File: src/rtl/mem_ctrl_pipelined.sv
// Pipelined data-memory controller: registered request issue with lane steering,
// in-order tracking FIFO of in-flight accesses, and registered load/store completions.
module mem_ctrl_pipelined #(
  parameter int unsigned ADDR_W          = 32,
  parameter int unsigned TAG_W           = 5,
  parameter int unsigned PREG_W          = 7,
  parameter int unsigned MAX_OUTSTANDING = 4,
  localparam int unsigned CNT_W          = $clog2(MAX_OUTSTANDING + 1)
) (
  input  logic              clk,
  input  logic              reset,
  input  logic              req_valid,
  output logic              req_ready,
  input  logic [2:0]        req_op,
  input  logic [ADDR_W-1:0] req_addr,
  input  logic [31:0]       req_data,
  input  logic [TAG_W-1:0]  req_tag,
  input  logic [PREG_W-1:0] req_dst,
  output logic              mem_req_valid,
  input  logic              mem_req_ready,
  output logic              mem_req_we,
  output logic [ADDR_W-1:0] mem_req_addr,
  output logic [31:0]       mem_req_wdata,
  output logic [3:0]        mem_req_be,
  input  logic              mem_rsp_valid,
  input  logic [31:0]       mem_rsp_data,
  output logic              done_valid,
  output logic [TAG_W-1:0]  done_tag,
  output logic [PREG_W-1:0] done_dst,
  output logic [31:0]       done_data,
  output logic              done_is_store,
  output logic              done_misaligned,
  output logic [CNT_W-1:0]  outstanding_cnt,
  output logic              err_unexpected_rsp
);

  localparam int unsigned PTR_W = $clog2(MAX_OUTSTANDING);
  localparam int unsigned ENT_W = TAG_W + PREG_W + 3 + 2 + 1;

  localparam logic [2:0] OP_LB  = 3'd0;
  localparam logic [2:0] OP_LH  = 3'd1;
  localparam logic [2:0] OP_LW  = 3'd2;
  localparam logic [2:0] OP_LBU = 3'd3;
  localparam logic [2:0] OP_LHU = 3'd4;
  localparam logic [2:0] OP_SB  = 3'd5;
  localparam logic [2:0] OP_SH  = 3'd6;

  logic              mreq_valid_q, mreq_valid_d;
  logic              mreq_we_q, mreq_we_d;
  logic [ADDR_W-1:0] mreq_addr_q, mreq_addr_d;
  logic [31:0]       mreq_wdata_q, mreq_wdata_d;
  logic [3:0]        mreq_be_q, mreq_be_d;

  logic [ENT_W-1:0]  fifo_q [MAX_OUTSTANDING];
  logic [PTR_W-1:0]  wr_ptr_q, wr_ptr_d, rd_ptr_q, rd_ptr_d;
  logic [CNT_W-1:0]  cnt_q, cnt_d;

  logic              done_valid_q, done_valid_d;
  logic [TAG_W-1:0]  done_tag_q, done_tag_d;
  logic [PREG_W-1:0] done_dst_q, done_dst_d;
  logic [31:0]       done_data_q, done_data_d;
  logic              done_store_q, done_store_d;
  logic              done_mis_q, done_mis_d;
  logic              err_q, err_d;

  logic              accept, pop;
  logic              is_store, is_byte, is_half, mis;
  logic [1:0]        off;
  logic [ENT_W-1:0]  entry, head;
  logic [TAG_W-1:0]  h_tag;
  logic [PREG_W-1:0] h_dst;
  logic [2:0]        h_op;
  logic [1:0]        h_off;
  logic              h_mis;
  logic [31:0]       shifted, load_val;

  assign req_ready = (cnt_q < CNT_W'(MAX_OUTSTANDING)) && (!mreq_valid_q || mem_req_ready);
  assign accept    = req_valid && req_ready;
  assign pop       = mem_rsp_valid && (cnt_q != '0);

  // Request decode: access size, misalignment, FIFO entry.
  always_comb begin
    off      = req_addr[1:0];
    is_store = (req_op >= OP_SB);
    is_byte  = (req_op == OP_LB) || (req_op == OP_LBU) || (req_op == OP_SB);
    is_half  = (req_op == OP_LH) || (req_op == OP_LHU) || (req_op == OP_SH);
    mis      = (is_half && off[0]) || (!is_byte && !is_half && (off != 2'b00));
    entry    = {req_tag, req_dst, req_op, off, mis};
  end

  // Issue register: load on accept, clear after handshake, otherwise hold.
  always_comb begin
    mreq_valid_d = mreq_valid_q;
    mreq_we_d    = mreq_we_q;
    mreq_addr_d  = mreq_addr_q;
    mreq_wdata_d = mreq_wdata_q;
    mreq_be_d    = mreq_be_q;
    if (accept) begin
      mreq_valid_d = 1'b1;
      mreq_we_d    = is_store && !mis;
      mreq_addr_d  = {req_addr[ADDR_W-1:2], 2'b00};
      if (is_byte) begin
        mreq_wdata_d = {4{req_data[7:0]}};
        mreq_be_d    = 4'b0001 << off;
      end else if (is_half) begin
        mreq_wdata_d = {2{req_data[15:0]}};
        mreq_be_d    = 4'b0011 << off;
      end else begin
        mreq_wdata_d = req_data;
        mreq_be_d    = 4'b1111;
      end
      if (mis) mreq_be_d = 4'b0000;
    end else if (mem_req_ready) begin
      mreq_valid_d = 1'b0;
    end
  end

  // Head-of-FIFO unpack and load-lane extraction.
  always_comb begin
    head    = fifo_q[rd_ptr_q];
    h_mis   = head[0];
    h_off   = head[2:1];
    h_op    = head[5:3];
    h_dst   = head[6 +: PREG_W];
    h_tag   = head[6 + PREG_W +: TAG_W];
    shifted = mem_rsp_data >> {h_off, 3'b000};
    case (h_op)
      OP_LB:   load_val = {{24{shifted[7]}}, shifted[7:0]};
      OP_LH:   load_val = {{16{shifted[15]}}, shifted[15:0]};
      OP_LW:   load_val = mem_rsp_data;
      OP_LBU:  load_val = {24'd0, shifted[7:0]};
      OP_LHU:  load_val = {16'd0, shifted[15:0]};
      default: load_val = 32'd0;
    endcase
    if (h_mis) load_val = 32'd0;
  end

  always_comb begin
    wr_ptr_d     = accept ? wr_ptr_q + PTR_W'(1) : wr_ptr_q;
    rd_ptr_d     = pop ? rd_ptr_q + PTR_W'(1) : rd_ptr_q;
    cnt_d        = cnt_q + CNT_W'(accept) - CNT_W'(pop);
    err_d        = err_q || (mem_rsp_valid && (cnt_q == '0));
    done_valid_d = pop;
    done_tag_d   = done_tag_q;
    done_dst_d   = done_dst_q;
    done_data_d  = done_data_q;
    done_store_d = done_store_q;
    done_mis_d   = done_mis_q;
    if (pop) begin
      done_tag_d   = h_tag;
      done_dst_d   = h_dst;
      done_data_d  = load_val;
      done_store_d = (h_op >= OP_SB);
      done_mis_d   = h_mis;
    end
  end

  always_ff @(posedge clk or negedge reset) begin
    if (!reset) begin
      mreq_valid_q <= 1'b0;
      mreq_we_q    <= 1'b0;
      mreq_addr_q  <= '0;
      mreq_wdata_q <= '0;
      mreq_be_q    <= '0;
      for (int i = 0; i < int'(MAX_OUTSTANDING); i++) fifo_q[i] <= '0;
      wr_ptr_q     <= '0;
      rd_ptr_q     <= '0;
      cnt_q        <= '0;
      done_valid_q <= 1'b0;
      done_tag_q   <= '0;
      done_dst_q   <= '0;
      done_data_q  <= '0;
      done_store_q <= 1'b0;
      done_mis_q   <= 1'b0;
      err_q        <= 1'b0;
    end else begin
      mreq_valid_q <= mreq_valid_d;
      mreq_we_q    <= mreq_we_d;
      mreq_addr_q  <= mreq_addr_d;
      mreq_wdata_q <= mreq_wdata_d;
      mreq_be_q    <= mreq_be_d;
      if (accept) fifo_q[wr_ptr_q] <= entry;
      wr_ptr_q     <= wr_ptr_d;
      rd_ptr_q     <= rd_ptr_d;
      cnt_q        <= cnt_d;
      done_valid_q <= done_valid_d;
      done_tag_q   <= done_tag_d;
      done_dst_q   <= done_dst_d;
      done_data_q  <= done_data_d;
      done_store_q <= done_store_d;
      done_mis_q   <= done_mis_d;
      err_q        <= err_d;
    end
  end

  assign mem_req_valid      = mreq_valid_q;
  assign mem_req_we         = mreq_we_q;
  assign mem_req_addr       = mreq_addr_q;
  assign mem_req_wdata      = mreq_wdata_q;
  assign mem_req_be         = mreq_be_q;
  assign done_valid         = done_valid_q;
  assign done_tag           = done_tag_q;
  assign done_dst           = done_dst_q;
  assign done_data          = done_data_q;
  assign done_is_store      = done_store_q;
  assign done_misaligned    = done_mis_q;
  assign outstanding_cnt    = cnt_q;
  assign err_unexpected_rsp = err_q;

endmodule
File: config.mk
export PLATFORM = sky130hd
export DESIGN_NAME = mem_ctrl_pipelined
export DESIGN_NICKNAME = d
export VERILOG_FILES = /design/src/rtl/mem_ctrl_pipelined.sv
export SDC_FILE = /design/constraint.sdc
export NUM_CORES = 1
export LEC_CHECK = 0
export ABC_AREA = 1
export CORE_UTILIZATION = 45
export CTS_CLUSTER_SIZE = 10
export DETAILED_ROUTE_END_ITERATION = 6
export PLACE_DENSITY_LB_ADDON = 0.1
export SLEW_MARGIN = 10
export SYNTH_ARGS = -nofsm -noshare
export SYNTH_HDL_FRONTEND = slang
export SYNTH_SLANG_ARGS = --single-unit
File: constraint.sdc
create_clock -name clk -period 2.5 [get_ports clk]
set_input_delay 0.375 -clock clk [delete_from_list [all_inputs] [get_ports clk]]
set_output_delay 0.375 -clock clk [all_outputs]
set_load 0.02 [all_outputs]
# After elaboration in Yosys (flattened, before gate mapping)
# Index checks and enable logic that the tools add are counted.
[totals] ff_bits=195 in_bits=116 output_inout_bits=122
[classes] n_addsub=4 magnitude_cmp=6 eq_ne=9 n_shift=3 muxes=15 n_bitwise=2 reduce_logical=26
[ops] op="32-bit case mux with 5 select lines" count=1
[ops] op="32-bit two-way mux" count=3
[ops] op="72-bit bitwise mux" count=1
[ops] op="18-bit two-way mux" count=3
[ops] op="18-bit binary-select mux with 2-bit select" count=1
[ops] op="18-bit demux with 2-bit select" count=1
[ops] op="32-bit by 5-bit >> shifter with 16-bit output" count=1
[ops] op="3-bit == test (second input constant)" count=4
[ops] op="3-bit >= comparator (second input constant)" count=4
[ops] op="4-bit two-way mux" count=3
[ops] op="3-bit by 2-bit == test with 1-bit output (second input constant)" count=3
[ops] op="1-bit logical AND" count=9
[ops] op="3-bit zero test" count=3
[ops] op="1-bit logical OR" count=7
[ops] op="3-bit by 1-bit == test with 1-bit output (second input constant)" count=2
[ops] op="2-bit NOT with 3-bit output" count=2
[ops] op="2-bit by 1-bit adder with 2-bit output (second input constant)" count=2
[ops] op="1-bit zero test" count=4
[ops] op="2-bit nonzero test" count=2
[ops] op="1-bit by 2-bit << shifter with 4-bit output (first input constant)" count=1
[ops] op="2-bit by 2-bit << shifter with 4-bit output (first input constant)" count=1
[ops] op="3-bit by 1-bit adder with 3-bit output" count=1
[ops] op="3-bit by 1-bit less-than comparator with 1-bit output (second input constant)" count=1
[ops] op="3-bit less-than comparator (second input constant)" count=1
[ops] op="other kinds (3)" count=4

# Depth between registers and ports, before layout
# Gate-level depths: netlist of the first run.
[logic_depth] word_depth=9 mapped_depth=12 mapped_depth_nobuf=11

# Least setup slack after synthesis of the first run
# OpenSTA, ideal clock, no wires.
[synth_path] kind="reg2reg" startpoint="register mreq_valid_q, in the netlist mem_req_valid" endpoint="register cnt_q[2], in the netlist outstanding_cnt[2]" arrival_time_ns=2.411 required_ns=2.377 setup_slack_ns=-0.034 path_stages_with_launch=10 n_path_buf=1 period_less_slack_ns=2.534 cell_sequence="dfrtp_1 > a21oi_1 > nand2_1 > clkbuf_1 > ha_1 > inv_1 > ha_1 > inv_1 > fa_1 > xnor2_1"
[synth_via] elab_chain_len=6
[synth_rtl] element="start, declared" line_no="48" text="logic mreq_valid_q, mreq_valid_d;"
[synth_rtl] element="start signal, assigned" line_no="177" text="mreq_valid_q <= mreq_valid_d;"
[synth_rtl] element="1-bit zero test" line_no="77" text="assign req_ready = (cnt_q < CNT_W'(MAX_OUTSTANDING)) && (!mreq_valid_q || mem_req_ready);"
[synth_rtl] element="1-bit logical OR" line_no="77"
[synth_rtl] element="1-bit logical AND" line_no="77"
[synth_rtl] element="named net req_ready" line_no="13" text="output logic req_ready,"
[synth_rtl] element="1-bit logical AND" line_no="78" text="assign accept = req_valid && req_ready;"
[synth_rtl] element="3-bit by 1-bit adder with 3-bit output" line_no="141" text="cnt_d = cnt_q + CNT_W'(accept) - CNT_W'(pop);"
[synth_rtl] element="3-bit by 1-bit subtractor with 3-bit output" line_no="141"
[synth_rtl] element="named net cnt_d[2]" line_no="56" text="logic [CNT_W-1:0] cnt_q, cnt_d;"
[synth_rtl] element="end signal, assigned" line_no="185" text="cnt_q <= cnt_d;"
[synth_rtl] element="end, declared" line_no="56"
# The timed path passes the listed nets, and every way through them passes these cells.
# A chain may end at the register's enable or synchronous reset.

# Worst setup path after layout of the first run
[layout_path] startpoint="register rd_ptr_q[0]" endpoint="register done_data_q[13], in the netlist done_data[13]"
[layout_via] elab_chain_len=7 elab_cells_between_ends=12
[layout_rtl] element="start, declared" line_no="55" text="logic [PTR_W-1:0] wr_ptr_q, wr_ptr_d, rd_ptr_q, rd_ptr_d;"
[layout_rtl] element="start signal, assigned" line_no="184" text="rd_ptr_q <= rd_ptr_d;"
[layout_rtl] element="2-bit NOT with 3-bit output (implied by the code) (*)" line_no="120" text="head = fifo_q[rd_ptr_q];"
[layout_rtl] element="18-bit binary-select mux with 2-bit select (*)" line_no="120"
[layout_rtl] element="18-bit two-way mux (implied by the code) (*) (2 in series)" line_no="120"
[layout_rtl] element="32-bit by 5-bit >> shifter with 16-bit output (tied with other cells)" line_no="126" text="shifted = mem_rsp_data >> {h_off, 3'b000};"
[layout_rtl] element="32-bit case mux with 5 select lines" line_no="127" text="case (h_op)"
[layout_rtl] element="32-bit two-way mux (*)" line_no="135" text="if (h_mis) load_val = 32'd0;"
[layout_rtl] element="end signal, assigned" line_no="189" text="done_data_q <= done_data_d;"
[layout_rtl] element="end, declared" line_no="61" text="logic [31:0] done_data_q, done_data_d;"
# Mark *: on every way between the ends. The rest lies on a longest branch, timed or not. The select of a mux whose other input is x is not followed.

==> results of run 1 <==
## metrics by stage
stage | hold WS (ps) | cell area [um2] | utilization (%) | setup WS [ps] | instances
floorplan | 79.4 | 9170 | - | 8.06 | 1113
global placement | 423 | 11800 | 59.8 | 252 | 1577
detailed placement | 419 | 11800 | 59.8 | 215 | 1577
CTS | 451 | 12400 | 62.9 | 326 | 1609
global route | 454 | 12400 | 62.9 | 62.4 | 1609
finish | 464 | 12400 | 62.9 | 302 | 1609
## cells by family after synthesis
group | after synthesis | share of synthesized area [%]
compound gates | 176 | 10.9
simple gates | 613 | 28.0
buf+inv | 112 | 5.86
xor+xnor | 4 | 0.382
other cells | 1 | 0.0409
flops | 195 | 53.2
fa+ha+maj | 11 | 1.58
## registers in the layout (all words and copies together) (netlist names)
name and count:
done_valid 1, fifo_q 72, done_dst 7, done_misaligned 1, err_unexpected_rsp 1, wr_ptr_q 2, mem_req_addr 30, done_tag 5
mem_req_we 1, done_is_store 1, outstanding_cnt 3, mem_req_valid 1, rd_ptr_q 2, done_data 32, mem_req_be 4, mem_req_wdata 32
## synth_stat cells (all sizes together)
| master | count |
|---|---|
| dfrtp | 195 |
| nor3 | 1 |
| nor2 | 70 |
| nand3b | 8 |
| a21oi | 16 |
| a31oi | 12 |
| xor2 | 2 |
| o211ai | 3 |
| a2bb2oi | 23 |
| o22ai | 2 |
| o21a | 1 |
| o21bai | 1 |
| o21ai | 118 |
| buf | 34 |
| nand3 | 98 |
| fa | 1 |
| or3 | 1 |
| inv | 47 |
| clkbuf | 31 |
| conb | 1 |
| ha | 10 |
| nand2 | 435 |
| xnor2 | 2 |
## power by group
group	switching [mW]	total (mW)	internal (mW)
Sequential	0.797	5.32	4.52
Combinational	5.00	8.55	3.55
Clock	1.30	2.76	1.47
## cell type report
type / count / area [um2]
fill: 1749 / 7320
sequential: 195 / 4880
multi-input combinational: 806 / 3760
timing repair buffer: 265 / 2650
clock buffer: 19 / 453
tap: 265 / 332
inverter: 47 / 176
clock inverter: 12 / 146
## cell usage in the layout, fill, tap and decap left out, drive strengths merged, types with 2 or more instances in the layout
cell type	Yosys	routed
a21oi	16	16
a2bb2oi	23	23
a31oi	12	12
buf	34	29
clkbuf	31	20
clkdlybuf4s50	0	234
clkinv	0	6
clkinvlp	0	2
conb	1	2
dfrtp	195	195
ha	10	10
inv	47	50
nand2	435	435
nand3	98	98
nand3b	8	8
nor2	70	70
o211ai	3	3
o21ai	118	118
o22ai	2	2
xnor2	2	2
xor2	2	2
## routing by layer
metal	GRT usage, %	share of wire, %	routed length (um)	up-vias
li1	-	-	-	4031
met1	33.6	45	11100	3849
met2	37.5	45	11200	284
met3	7.54	8.1	1990	30
met4	7.76	1.6	396	0
met5	0	0	0	-
## worst max-delay path: stages, from the launching register on
cell and delay, ps:
dfrtp_1 390, inv_2 330, nand2_1 120, nand3_2 140
nand3_1 90, nand3_1 120, nand3_2 510, nand3_2 280
nand2_1 90, nand2_1 60
## how the worst max path moves through the flow
stage                       startpoint                 end  slack (ps)
floorplan           outstanding_cnt[2]  outstanding_cnt[2]           8
global placement         mem_req_ready  outstanding_cnt[1]         250
detailed placement       mem_req_ready  outstanding_cnt[2]         210
CTS                        rd_ptr_q[0]        done_data[8]         330
global route               rd_ptr_q[0]        done_data[9]          60
finish                     rd_ptr_q[0]       done_data[13]         300
## timing repair
action,4_1_cts,5_1_grt
endpoints found under the setup margin,0,0
endpoints found under the hold margin,64,0
hold buffers,1,0
==> impl_metrics.toml, run 1 <==
[outcome]
status = "completed"

[sta]
period_share_pct = 87.9
rsz0062_at_grt = "no"
hold_violations = 0
fin_skew_ps = 14.7
relSlewSlack_pct = 58.2
finalSetupTns_ps = 0
tightestPinTransition_ps = 627
final-max-slew-violation-count = 0
final_period_minus_worst_setup_slack_ps = 2200
finalSetupViolCount = 0
fmax_ghz = 0.455

[worst_setup_path]
cp_max_fo = 25
critical_path_class = "register to register"
timing.rr.start = "rd_ptr_q[0]"
r2r_slack_ps = 300
r2r_end = "done_data[13]"
end_kind = "register"
reg2reg_depth = 9
required_ps = 2870
startpoint_type = "register"
arrival_ps = 2570

[pwr]
powerDensity_mw_per_mm2 = 1340
vdd_drop_max_mv = 0.747
p_leak_nw = 6.03
total_power_mw = 16.6

[synth]
yosysTopAreaCell = "dfrtp_1"
syn_inst = 1112
ys_ff_latch = 195
syn-mean-instance-area_um2 = 8.24
synth_area_leaders = "dfrtp_1 (53%), nand2_1 (18%), o21ai_0 (6.4%), nand3_1 (4.6%), nor2_1 (2.8%)"
yosysSeqAreaShare_pct = 53.2
synthesis.area_mm2 = 0.00916
yosysUniqueCellTypes = 33
yosysWarnings = 0
synth_top_area_share_pct = 53.2

[clock_network]
root_buffer = "clkbuf_16"
worstSkewPairLatency_ps = 430
cts_buffer_depth = 2
path_clk_slew_ps = 80
htree_num_levels = 4
cts_tree = "built"
cts.sinks = 195
postCtsSetupBuffers = 0
ctsResizeCount = 0
cts-buffers-inserted = 17

[floorplan]
die-area_mm2 = 0.0209
initial_core_util_pct = 46.5
die_h_um = 145
die-width_um = 145
row_count = 51
ios = 238
core_area_mm2 = 0.0197

[placement]
gp_congestion = 0.855
portBuffers = 235
dpl.hpwl_mm = 16.8

[global_route]
globalRoute.totalOverflow = 0
grt_first_pass_wirelength_mm = 39.8
grt_antenna_before_repair = 0
track_usage_pct = 24.6
grt_max_degree = 68
grt_pass1_vias = 7712

[cells_and_area]
syn_to_final_growth_pct = 35.2
nets = 1459
final_layout_size_suffix_gt1_share_pct = 6.85
antenna_cells = 0

[worst_hold_path]
min_to = "mem_req_addr[22]"
hold_path_depth = 3
hold_class = "primary input to register"
hp-start = "req_addr[22]"

[detailed_routing]
routed_wl_mm = 24.6
drt_drc_violations_left = 0
viasPerCell = 5.09
drt_first_pass_iters = 5
ant_nets = 0
drt-initial-drc-count = 596
num_vias = 8194
wl_per_cell_um = 15.3

[flow_run]
maxCapViolCount = 0
No activity file was read; power rests on OpenSTA's default activity.
==> run 2: changes to the inputs <==
- CORE_ASPECT_RATIO: not set -> 1.2
- HOLD_SLACK_MARGIN: not set -> 0.15
==> run 2 against run 1 <==
  * Non-clock buffer count increased by 4
  * Fmax is 2.7% lower
  * Clock-buffer cell count grew 3
  * Via count down 0.84%
  * Core utilization shrank 0.22 points
  * Register-to-register slack got worse by 60 ps
  * Routed wire length grew 0.99%
==> impl_metrics.toml, run 2 (synthesis gave the netlist of run 1 again) <==
[worst_setup_path]
cp_max_fo = 32
arrival_ps = 2630
startpoint_type = "register"
critical_path_class = "register to register"
end_kind = "register"
required_ps = 2870

[cells_and_area]
seqCellArea_mm2 = 0.00488
nFillCells = 1764
post-route-util_pct = 62.6
top_register = "fifo_q"
multi_input_area_mm2 = 0.00377
syn_to_final_growth_pct = 35.0
final_layout_size_suffix_gt1_share_pct = 6.82
largest_reg_flops = 72
antenna_cells = 0
final_cell_mix = "nand2_1 (428), clkdlybuf4s50_1 (234), dfrtp_1 (195)"
nets = 1463
final_common_cell = "nand2_1"

[sta]
tightestPinTransition_ps = 728
fin_skew_ps = 13.1
period_share_pct = 90.4
finalSetupViolCount = 0
hold_violations = 0
final-max-slew-violation-count = 0
finalSetupTns_ps = 0
final_period_minus_worst_setup_slack_ps = 2260
rsz0062_at_grt = "no"
relSlewSlack_pct = 51.4
fmax_ghz = 0.443

[clock_network]
worstSkewPairLatency_ps = 430
htree_num_levels = 4
cts.sinks = 195
root_buffer = "clkbuf_16"
cts-buffers-inserted = 17
path_clk_slew_ps = 70
cts_tree = "built"
postCtsSetupBuffers = 0
cts_buffer_depth = 2

[pwr]
powerDensity_mw_per_mm2 = 1340
total_power_mw = 16.6
vdd_drop_max_mv = 0.626
p_leak_nw = 6.02

[global_route]
track_usage_pct = 25.0
grt_first_pass_wirelength_mm = 41.4
grt_pass1_vias = 8106
grt_antenna_before_repair = 0
grt_max_degree = 70
globalRoute.totalOverflow = 0

[floorplan]
ios = 238
core_area_mm2 = 0.0198
die_h_um = 158
die-area_mm2 = 0.0209
die-width_um = 132
initial_core_util_pct = 46.4
row_count = 56

[detailed_routing]
wl_per_cell_um = 15.5
viasPerCell = 5.05
wl_met3_mm = 1.80
routed_wl_mm = 24.9
drt-met1-wl_mm = 10.7
drt-initial-drc-count = 536
wl_met2_mm = 11.9
drt_first_pass_iters = 5
num_vias = 8125
drt_drc_violations_left = 0
dr.max_layer_used = "met4"
ant_nets = 0

[placement]
portBuffers = 235
gp_congestion = 0.896
dpl.hpwl_mm = 17.1

[flow_run]
maxCapViolCount = 0

[outcome]
status = "completed"

[worst_hold_path]
hold_class = "primary input to register"
==> run 2: cell count changes in the layout (fill, tap and decap cells not counted), moves of 2 or more <==
cell,delta
buf_12,-2
buf_4,+6
clkbuf_1,+4
clkinv_4,-4
clkinv_8,-2
inv_6,+3
inv_8,-2
==> run 2: critical path, cell delays in order (launching register included) <==
cell	delay, ps
dfrtp_1	480
inv_2	160
buf_4	220
nand2_1	70
nand3_1	60
nand2_1	110
inv_2	80
nand2_1	70
nand2_1	120
nor2_4	580
nand2_1	150
nand2_1	90
==> run 2: worst paths after layout <==
kind                                    end  slack [ps]     startpoint  depth (start not counted)
min in group asynchronous       done_dst[5]         500          reset                          2
hold / removal             mem_req_addr[13]         470   req_addr[13]                          3
hold reg to reg               done_data[25]         480  done_data[25]                          2
max in group asynchronous     mem_req_valid        1230          reset                          3
setup / recovery               done_data[1]         240    rd_ptr_q[0]                         11
setup reg to reg               done_data[1]         240    rd_ptr_q[0]                         11
==> run 2: per-stage QoR <==
stage	cells	area, um2	setup WS, ps	hold slack (ps)
after global placement	1577	11800	209	423
after CTS	1609	12400	134	453
after floorplan	1113	9170	8.06	79.4
after global routing	1609	12400	25.8	463
final	1609	12400	241	467
after detailed placement	1577	11800	140	427
==> run 2: where the power goes <==
group	internal (mW)	leakage, nW	switching [mW]
clock	1.51	0.270	1.20
combinational	3.56	3.33	4.99
sequential	4.52	2.42	0.809
total	9.59	6.02	7.00
==> run 2: layer usage <==
metal / track usage, % / vias to the layer above
li1: - / 4037
met1: 32.6 / 3780
met2: 40.1 / 277
met3: 7.39 / 31
met4: 8.54 / 0
met5: 0 / -
==> run 2: timing repair <==
action,4_1_cts,5_1_grt
hold buffers,1,0
endpoints found under the hold margin,65,0
endpoints found under the setup margin,0,14
resized for setup,0,1
==> run 2: final cells by class <==
class                   instances  share of cell area (%)
clock buffers                  22                    3.67
clock inverters                 9                   0.971
inverters                      47                    1.43
multi-input cells             806                    30.4
flip-flops and latches        195                    39.4
well taps                     261                    2.64
repair buffers                269                    21.4
